[src/rtl/wb_host_pkg.sv]
// Shared types and default parameters for the pin-level host to Wishbone bridge.
package wb_host_pkg;
  localparam int DEF_AW      = 1;
  localparam int DEF_DW      = 8;
  localparam int DEF_TIMEOUT = 15;

  typedef enum logic [1:0] {
    IDLE = 2'd0,
    REQ  = 2'd1,
    WAIT = 2'd2,
    DONE = 2'd3
  } state_t;
endpackage

[src/rtl/wb_host_bridge_sync.sv]
// Two-flop synchroniser for an asynchronous level plus a delayed copy; emits a one-cycle rise pulse.
module sync_rise (
  input  logic clk,
  input  logic rst_n,
  input  logic din,
  output logic rise
);
  logic s1, s2, s3;

  always_ff @(posedge clk or negedge rst_n) begin
    if (!rst_n) begin
      s1 <= 1'b0;
      s2 <= 1'b0;
      s3 <= 1'b0;
    end else begin
      s1 <= din;
      s2 <= s1;
      s3 <= s2;
    end
  end

  assign rise = s2 & ~s3;
endmodule

[src/rtl/wb_host_bridge.sv]
// Turns a slow asynchronous host handshake into one single-beat pipelined Wishbone cycle,
// with a bounded wait for ack and a sticky timeout flag.
module wb_host_bridge
  import wb_host_pkg::*;
#(
  parameter int AW      = DEF_AW,
  parameter int DW      = DEF_DW,
  parameter int TIMEOUT = DEF_TIMEOUT
) (
  input  logic          clk,
  input  logic          rst_n,
  input  logic          host_req,
  input  logic          host_we,
  input  logic [AW-1:0] host_addr,
  input  logic [DW-1:0] host_wdata,
  output logic          host_busy,
  output logic          host_done,
  output logic          host_err,
  output logic [DW-1:0] host_rdata,
  output logic          o_wb_cyc,
  output logic          o_wb_stb,
  output logic          o_wb_we,
  output logic [AW-1:0] o_wb_addr,
  output logic [DW-1:0] o_wb_data,
  input  logic          i_wb_stall,
  input  logic          i_wb_ack,
  input  logic [DW-1:0] i_wb_data
);
  localparam int          CW       = $clog2(TIMEOUT + 1);
  localparam logic [CW-1:0] CNT_LAST = CW'(TIMEOUT - 1);

  state_t        state, state_nxt;
  logic [CW-1:0] cnt;
  logic          rise, start, active, complete, expire;

  sync_rise u_sync (
    .clk   (clk),
    .rst_n (rst_n),
    .din   (host_req),
    .rise  (rise)
  );

  assign start    = rise & (state == IDLE);
  assign active   = (state == REQ) || (state == WAIT);
  assign complete = active & i_wb_ack;
  // Ack on the terminal count wins over the timeout.
  assign expire   = active & ~i_wb_ack & (cnt == CNT_LAST);

  always_ff @(posedge clk or negedge rst_n) begin
    if (!rst_n) state <= IDLE;
    else        state <= state_nxt;
  end

  // Wishbone controls decode straight from the state register, so reset drops them at once.
  always_comb begin
    state_nxt = state;
    o_wb_cyc  = 1'b0;
    o_wb_stb  = 1'b0;
    host_busy = 1'b1;
    host_done = 1'b0;
    case (state)
      IDLE: begin
        host_busy = 1'b0;
        if (start) state_nxt = REQ;
      end
      REQ: begin
        o_wb_cyc = 1'b1;
        o_wb_stb = 1'b1;
        if (i_wb_ack || expire) state_nxt = DONE;
        else if (!i_wb_stall)   state_nxt = WAIT;
      end
      WAIT: begin
        o_wb_cyc = 1'b1;
        if (i_wb_ack || expire) state_nxt = DONE;
      end
      DONE: begin
        host_done = 1'b1;
        state_nxt = IDLE;
      end
      default: state_nxt = IDLE;
    endcase
  end

  always_ff @(posedge clk or negedge rst_n) begin
    if (!rst_n) begin
      o_wb_we    <= 1'b0;
      o_wb_addr  <= '0;
      o_wb_data  <= '0;
      host_err   <= 1'b0;
      host_rdata <= '0;
      cnt        <= '0;
    end else if (start) begin
      o_wb_we   <= host_we;
      o_wb_addr <= host_addr;
      o_wb_data <= host_wdata;
      host_err  <= 1'b0;
      cnt       <= '0;
    end else if (active) begin
      if (cnt != CNT_LAST)       cnt        <= cnt + CW'(1);
      if (expire)                host_err   <= 1'b1;
      if (complete && !o_wb_we)  host_rdata <= i_wb_data;
    end
  end
endmodule

[config.mk]
export PLATFORM = sky130hd
export DESIGN_NAME = wb_host_bridge
export DESIGN_NICKNAME = d
export VERILOG_FILES = /design/src/rtl/wb_host_pkg.sv /design/src/rtl/wb_host_bridge_sync.sv /design/src/rtl/wb_host_bridge.sv
export SDC_FILE = /design/constraint.sdc
export NUM_CORES = 1
export LEC_CHECK = 0
export ABC_AREA = 1
export ABC_CLOCK_PERIOD_IN_PS = 1600
export CAP_MARGIN = 30
export CORE_MARGIN = 3
export CORE_UTILIZATION = 40
export CTS_CLUSTER_DIAMETER = 120
export CTS_CLUSTER_SIZE = 40
export DETAILED_ROUTE_END_ITERATION = 16
export GPL_ROUTABILITY_DRIVEN = 0
export GPL_TIMING_DRIVEN = 0
export PLACE_DENSITY = 0.75
export SYNTH_ARGS = -nofsm -noshare
export SYNTH_HDL_FRONTEND = slang
export SYNTH_SLANG_ARGS = --single-unit
[constraint.sdc]
create_clock -name clk -period 1.6 [get_ports clk]
set_clock_uncertainty 0.05 [all_clocks]
set_input_delay 0.16 -clock clk [delete_from_list [all_inputs] [get_ports clk]]
set_output_delay 0.16 -clock clk [all_outputs]
set_load 0.01 [all_outputs]
==> impl_metrics.ini, run 1 <==
[status]
status = complete, no violations

[finish]
nFillCells = 244
syn_to_final_growth_pct = 50.0
multiInputGateArea_um2 = 539
drive_gt1_frac = 0.149
register_area_um2 = 701
n_antenna_cell = 0
nets = 233

[floorplanning]
fp.dieW_um = 63.0
dieArea_um2 = 3960
io_pins = 46
num_rows = 20
initial_core_util = 0.422
die_h_um = 63.0
core_um2 = 3080

[worst_hold_path]
min_path_type = input pin to async pin

[cts]
clk_pin_slew_worst_paths_ps = 140
htree_levels = 1
numCtsBuffers = 3
cts_tree = done
cts_num_sinks = 28
cts-root-buf = clkbuf_4
ctsHoldBuffers = 0
ctsLongestPathBuffers = 2
clk_latency_ps = 330

[global_route]
grt_max_degree = 23
antenna_found_initial = 0
grt_pass1_wl_um = 4930
grt_pass1_vias = 1138
overflow = 0
grt_util_all_layers = 0.156

[routing]
dr_total_vias = 1125
post_drt_wl_per_cell_um = 11.8
wl_um = 2920
ant_nets = 0
drtIter0Drc = 37
via_per_inst = 4.57
drc = 0
firstDrtPassIters = 4

[sta]
min_period_ps = 1550
hold_violations = 0
fmax_ghz = 0.644
tightestPinTransition_ps = 398
final.setup.tns_ps = 0
slew_violations = 0
relSlewSlack = 0.734
finalCritPeriodShare = 0.970
setup_viol = 0

[logic_synthesis]
synth_edf_count = 0
netlist_area_um2 = 1300
seq_area_frac_synth = 0.540
yosys_warnings = 0
ys_ff_latch = 28
syn_inst = 144
synth_area_per_cell_um2 = 9.01
netlist_top_cells_area = dfrtp_1 54%, nand2_1 18%, ha_1 6.8%, nand3_1 5.0%, inv_1 2.6%
synthArstFlopShare = 1.00
syn-num-nets = 174
synth_area_leader_cell = dfrtp_1
synth_flop_cell = dfrtp_1
synth_top_area_share = 0.540
synth_commonest_cells = 61 x nand2_1, 28 x dfrtp_1, 13 x nand3_1
yosysUniqueCellTypes = 19
synth.most_common_cell = nand2_1

[critical_path]
path_class = flop to output port
required_ps = 1390
crit_slowest_cell = clkdlybuf4s50_1
worstPathCellList = clkdlybuf4s50_1
cp_max_fo = 3
worstPathBufferInverterCount = 1
endpoint_kind = output port
critPathMaxStageDelay_ps = 570
critPathTopFamily = buffers and inverters
cp.arrival_ps = 1340
worst_setup_path_start_kind = flop

[pwr]
netSwitchingPower_mw = 1.40
swShare = 0.393
cellPowerDensity_nw_per_um2 = 1830
p_leak_nw = 0.958
clkPwrFrac = 0.097
internal-power_mw = 2.16
irDropWorstVdd_mv = 0.889
share_comb_of_total_power = 0.553
seqPwrFrac = 0.350
total_power_mw = 3.56

[placed_design]
io_buffers = 45
hpwl_um = 2200

[job]
drv_cap = 0
## worst register-to-register path, cell delays in order, from the launching register on
cell	delay (ps)
dfrtp_1	400
inv_2	80
ha_4	280
inv_1	90
nor2_1	120
nand2_1	90
nand3_2	90
nand2_1	80
nand2_1	80
o21ai_0	70
## cells in the final DEF, fill, tap and decap left out, types with 3 or more instances in the layout
| master | count |
|---|---|
| inv_1 | 7 |
| buf_4 | 8 |
| clkbuf_4 | 3 |
| dfrtp_1 | 28 |
| inv_2 | 5 |
| ha_1 | 6 |
| clkdlybuf4s50_1 | 41 |
| nand2_1 | 61 |
| a21oi_1 | 3 |
| nor2_1 | 5 |
| o21ai_0 | 3 |
| nand3_1 | 12 |
## logic make-up after synthesis
group,count (synthesis),synth area share
AND/OR/NAND/NOR,85,0.296
flip-flops,28,0.540
buffers and inverters,15,0.0579
AO/OA/AOI/OAI,9,0.0386
adder cells (fa/ha/maj),7,0.0675
## routing by layer
layer | vias up | part of all wire | global-route usage
met3 | 4 | 0.059 | 0.0522
met5 | - | 0 | 0
met1 | 527 | 0.42 | 0.175
met4 | 0 | 0.015 | 0.0634
met2 | 29 | 0.50 | 0.270
li1 | 565 | - | -
## what timing repair did
item / in CTS / in global routing
setup endpoints to repair: 26 / 13
resized for setup: 8 / 5
setup buffers: 3 / 5
pin swaps: 1 / 3
## path summary, 6_finish.rpt
path | from | endpoint | slack (ps) | depth (start not counted)
max | o_wb_we$_DFFE_PN0P_ | o_wb_we | 50 | 1
min | rst_n | cnt[2]$_DFFE_PN0P_ | 50 | 1
max reg2reg | state[1]$_DFFE_PN0P_ | state[1]$_DFFE_PN0P_ | 80 | 9
min reg2reg | u_sync.s1$_DFF_PN0_ | u_sync.s2$_DFF_PN0_ | 340 | 0
max in group asynchronous | rst_n | o_wb_we$_DFFE_PN0P_ | 1020 | 2
min in group clk | host_req | u_sync.s1$_DFF_PN0_ | 200 | 1
## sequential cells by signal, summed over array words and instances (netlist names)
| name | count |
|---|---|
| host_rdata | 8 |
| state | 2 |
| o_wb_addr | 1 |
| u_sync.s2 | 1 |
| o_wb_we | 1 |
| o_wb_data | 8 |
| u_sync.s1 | 1 |
| host_err | 1 |
| u_sync.s3 | 1 |
| cnt | 4 |
## power by group through the flow
stage | sequential (mW) | clock [mW] | combinational (mW)
after floorplan | 1.34 | 0 | 0.870
after global placement | 1.25 | 0 | 1.75
after detailed placement | 1.27 | 0 | 1.81
after CTS | 1.24 | 0.347 | 1.93
after global routing | 1.29 | 0.382 | 2.18
final | 1.24 | 0.343 | 1.97
## layout make-up
type	instances	share of cell area
buffer	3	0.0154
multi-input combinational	101	0.277
timing repair buffer	54	0.277
inverter	12	0.0232
sequential	28	0.360
tap	44	0.0283
clock buffer	4	0.0186
## metrics by stage
stage                     std cells  worst slack [ps]  hold slack, ps  utilization  instance area [um^2]
after floorplan                 144              16.0            -186            -                  1300
after global placement          233             -90.1             283        0.586                  1800
after detailed placement        234              -186             316        0.595                  1830
after CTS                       241              9.23            59.5        0.621                  1910
after global routing            246             -11.3            58.7        0.632                  1950
final                           246              48.3            50.3        0.632                  1950
(Power assumes the default switching activity.)
==> inputs of run 2 (changes only) <==
Settings changed: CORE_UTILIZATION 40 to 41, CTS_BUF_LIST from default to sky130_fd_sc_hd__clkbuf_4 sky130_fd_sc_hd__clkbuf_8, PLACE_DENSITY 0.75 to 0.77.
==> impl_metrics.ini, run 2 (synthesis gave the netlist of run 1 again) <==
[status]
status = complete, no violations

[sta]
setup_viol = 0
hold_violations = 0
rsz0062_at_grt = false
fmax_ghz = 0.659
slew_violations = 0
finalCritPeriodShare = 0.949
tightestPinTransition_ps = 691
final.setup.tns_ps = 0
relSlewSlack = 0.538
min_period_ps = 1520

[pwr]
seqPwrFrac = 0.364
clkPwrFrac = 0.080
irDropWorstVdd_mv = 0.832
total_power_mw = 3.43
p_leak_nw = 0.916
internal-power_mw = 2.06
share_comb_of_total_power = 0.556
netSwitchingPower_mw = 1.37
cellPowerDensity_nw_per_um2 = 1830
swShare = 0.400

[finish]
final_util = 0.652
syn_to_final_growth_pct = 44.6
drive_gt1_frac = 0.128
nets = 228
n_antenna_cell = 0
instances_no_fill = 238
layout_commonest_cell = nand2_1
mostFrequentLayoutCells = 61 x nand2_1, 41 x clkdlybuf4s50_1, 27 x dfrtp_1, 12 x nand3_1
reg.largest.list = host_rdata x8, o_wb_data x8, cnt x4
final_design_area_no_fill_um2 = 1880

[critical_path]
required_ps = 1390
endpoint_kind = output port
path_class = flop to output port
worst_setup_path_start_kind = flop
cp_max_fo = 4
cp.arrival_ps = 1310

[cts]
htree_levels = 1
cts-root-buf = clkbuf_4
ctsLongestPathBuffers = 2
numCtsBuffers = 3
clk_pin_slew_worst_paths_ps = 140
cts_tree = done
clk_latency_ps = 310
cts_num_sinks = 28

[placed_design]
dp_cells = 232
place_area_um2 = 1820
io_buffers = 45
hpwl_um = 2320

[worst_hold_path]
min_path_type = input pin to async pin

[global_route]
grt_util_all_layers = 0.162
grt_pass1_wl_um = 5200
grt_pass1_vias = 1234
met3_usage = 0.0414
overflow = 0
met2_usage = 0.317
grt.busiest_layer = met2
antenna_found_initial = 0
use_met1 = 0.170
grt_max_degree = 16

[routing]
via_per_inst = 4.72
drtIter0Drc = 35
drc = 0
dr_total_vias = 1123
wl_um = 2900
ant_nets = 0
firstDrtPassIters = 4
post_drt_wl_per_cell_um = 12.2

[floorplanning]
initial_core_util = 0.451
num_rows = 19
io_pins = 46
die_h_um = 62.3
fp.dieW_um = 62.3
core_um2 = 2880
dieArea_um2 = 3880

[job]
drv_cap = 0
run 2: changes by cell type in the layout (fill, tap and decap cells not counted), sizes merged:
cell,delta
clkdlybuf4s15,+1
clkbuf,-2
buf,-5
run 2: layer usage:
layer  up-vias  part of all wire
li1        554                 -
met1       541              0.40
met3         2             0.053
met2        26              0.54
met5         -                 0
met4         0            0.0069
run 2: worst max-delay path, cell delays in order (launching register included):
cell	delay, ps
dfrtp_1	430
buf_4	160
ha_1	180
clkdlybuf4s15_1	230
run 2: layout make-up:
type | instances | area (um^2)
inverter | 12 | 45.0
sequential | 28 | 702
multi-input combinational | 101 | 539
fill | 235 | 1000
buffer | 3 | 30.0
clock buffer | 3 | 22.5
tap | 42 | 52.6
timing repair buffer | 49 | 485
run 2: timing repair:
action | 4_1_cts | 5_1_grt
hold buffers | 0 | 0
setup endpoints to repair | 22 | 7
pin swaps | 1 | 1
buffers inserted | 3 | 0
gates resized for setup | 9 | 6
run 2: worst paths after layout:
path	from	endpoint	slack (ps)	depth (start not counted)
hold / removal	rst_n	host_rdata[5]$_DFFE_PN0P_	200	1
setup / recovery	state[0]$_DFFE_PN0P_	host_done	80	3
min in group clk	host_req	u_sync.s1$_DFF_PN0_	220	1
hold reg to reg	u_sync.s1$_DFF_PN0_	u_sync.s2$_DFF_PN0_	320	0
max in group asynchronous	rst_n	o_wb_we$_DFFE_PN0P_	760	2
setup reg to reg	state[0]$_DFFE_PN0P_	cnt[3]$_DFFE_PN0P_	120	8
run 2: power groups by stage:
stage	logic, mW	registers (mW)	clock network [mW]
floorplan	0.870	1.34	0
CTS	1.92	1.24	0.283
global route	2.14	1.29	0.318
global placement	1.75	1.24	0
finish	1.91	1.25	0.274
detailed placement	1.82	1.27	0
run 2: metrics by stage:
step                      setup WS [ps]  hold WS (ps)
after global routing               1.80           206
final                              81.8           196
after CTS                          22.6           213
after floorplan                    16.0          -186
after detailed placement           -168           295
after global placement            -93.5           283
==> inputs of run 3 (changes only) <==
Settings changed: ABC_CLOCK_PERIOD_IN_PS 1600 to default, SLEW_MARGIN from default to 20.
==> impl_metrics.ini, run 3 (synthesis gave the netlist of run 1 again) <==
[status]
status = complete, no violations

[global_route]
antenna_found_initial = 0
grt_pass1_vias = 1181
grt_pass1_wl_um = 5150
grt_util_all_layers = 0.162
overflow = 0
grt_max_degree = 29

[routing]
drtIter0Drc = 59
post_drt_wl_per_cell_um = 12.1
dr_wl_met2_um = 1540
ant_nets = 0
wl_um = 2920
firstDrtPassIters = 4
highest_layer = met4
wl_met3_um = 158
drc = 0
dr_total_vias = 1099
via_per_inst = 4.56
wl_met1_um = 1200

[finish]
reg.largest.list = host_rdata x8, o_wb_data x8, cnt x4
drive_gt1_frac = 0.146
n_antenna_cell = 0
final_design_area_no_fill_um2 = 1900
register_area_um2 = 702
nets = 230
layout_commonest_cell = nand2_1
syn_to_final_growth_pct = 46.7
multiInputGateArea_um2 = 539
nFillCells = 228
mostFrequentLayoutCells = 61 x nand2_1, 40 x clkdlybuf4s50_1, 27 x dfrtp_1, 12 x nand3_1
final_util = 0.662

[floorplanning]
io_pins = 46
fp.dieW_um = 62.3
die_h_um = 62.3
initial_core_util = 0.451
core_um2 = 2880
dieArea_um2 = 3880
num_rows = 19

[placed_design]
place_area_um2 = 1800
hpwl_um = 2200
io_buffers = 45

[sta]
min_period_ps = 1530
fmax_ghz = 0.655
rsz0062_at_grt = false
tightestPinTransition_ps = 604
relSlewSlack = 0.597
slew_violations = 0
hold_violations = 0
setup_viol = 0
finalCritPeriodShare = 0.954

[pwr]
irDropWorstVdd_mv = 0.838
p_leak_nw = 0.936
cellPowerDensity_nw_per_um2 = 1900

[cts]
ctsLongestPathBuffers = 2
cts_num_sinks = 28
clk_pin_slew_worst_paths_ps = 140
htree_levels = 1
cts_tree = done
clk_latency_ps = 320
cts-root-buf = clkbuf_4
numCtsBuffers = 3

[critical_path]
path_class = flop to output port
cp.arrival_ps = 1320
worst_setup_path_start_kind = flop
required_ps = 1390
endpoint_kind = output port
cp_max_fo = 4

[job]
drv_cap = 0

[worst_hold_path]
min_path_type = input pin to flop
-- run 3: cell type report --
class | instances | share of cell area
Sequential cell | 28 | 0.369
Timing Repair Buffer | 51 | 0.253
Clock inverter | 1 | 0.0158
Inverter | 12 | 0.0237
Clock buffer | 3 | 0.0118
Multi-Input combinational cell | 101 | 0.283
Tap cell | 42 | 0.0276
Buffer | 3 | 0.0158
-- run 3: stage by stage --
| stage | setup slack [ps] | power [mW] | std cells | hold slack (ps) | setup TNS [ps] |
|---|---|---|---|---|---|
| after global placement | -93.5 | 2.99 | 231 | 283 | -2730 |
| after detailed placement | -162 | 3.08 | 231 | 160 | -1350 |
| after CTS | 9.59 | 3.61 | 240 | 207 | 0 |
| after floorplan | 16.0 | 2.21 | 144 | -186 | 0 |
| after global routing | 5.50 | 3.92 | 241 | 181 | 0 |
| final | 73.9 | 3.61 | 241 | 214 | 0 |
-- run 3: timing repair --
item                                    4_1_cts  5_1_grt
gates resized for setup                       9        7
hold buffers                                  1        0
pin swaps                                     1        1
setup buffers                                 4        1
endpoints found under the hold margin        28        0
endpoints found under the setup margin       21       19
-- run 3: critical path: stages, from the launching register on --
cell and delay, ps:
dfrtp_1 430, buf_4 160, ha_1 180, clkdlybuf4s15_1 230
-- run 3: path summary, 6_finish.rpt --
check | start | end | slack [ps] | cells after the start
setup / recovery | state[0]$_DFFE_PN0P_ | host_done | 70 | 3
hold / removal | host_req | u_sync.s1$_DFF_PN0_ | 210 | 1
setup reg to reg | cnt[0]$_DFFE_PN0P_ | cnt[1]$_DFFE_PN0P_ | 110 | 7
hold reg to reg | u_sync.s1$_DFF_PN0_ | u_sync.s2$_DFF_PN0_ | 320 | 0
max in group asynchronous | rst_n | o_wb_we$_DFFE_PN0P_ | 770 | 2
min in group asynchronous | rst_n | host_rdata[7]$_DFFE_PN0P_ | 310 | 2
-- run 3: report_power, final --
part | switching, mW | internal (mW) | total, mW
sequential | 0.221 | 1.02 | 1.24
clock | 0.201 | 0.253 | 0.454
combinational | 0.968 | 0.942 | 1.91
-- run 3: per-layer routing --
metal	vias to the layer above	global-route usage
met5	-	0
met2	26	0.304
met1	511	0.179
met4	0	0.0496
li1	560	-
met3	2	0.0396
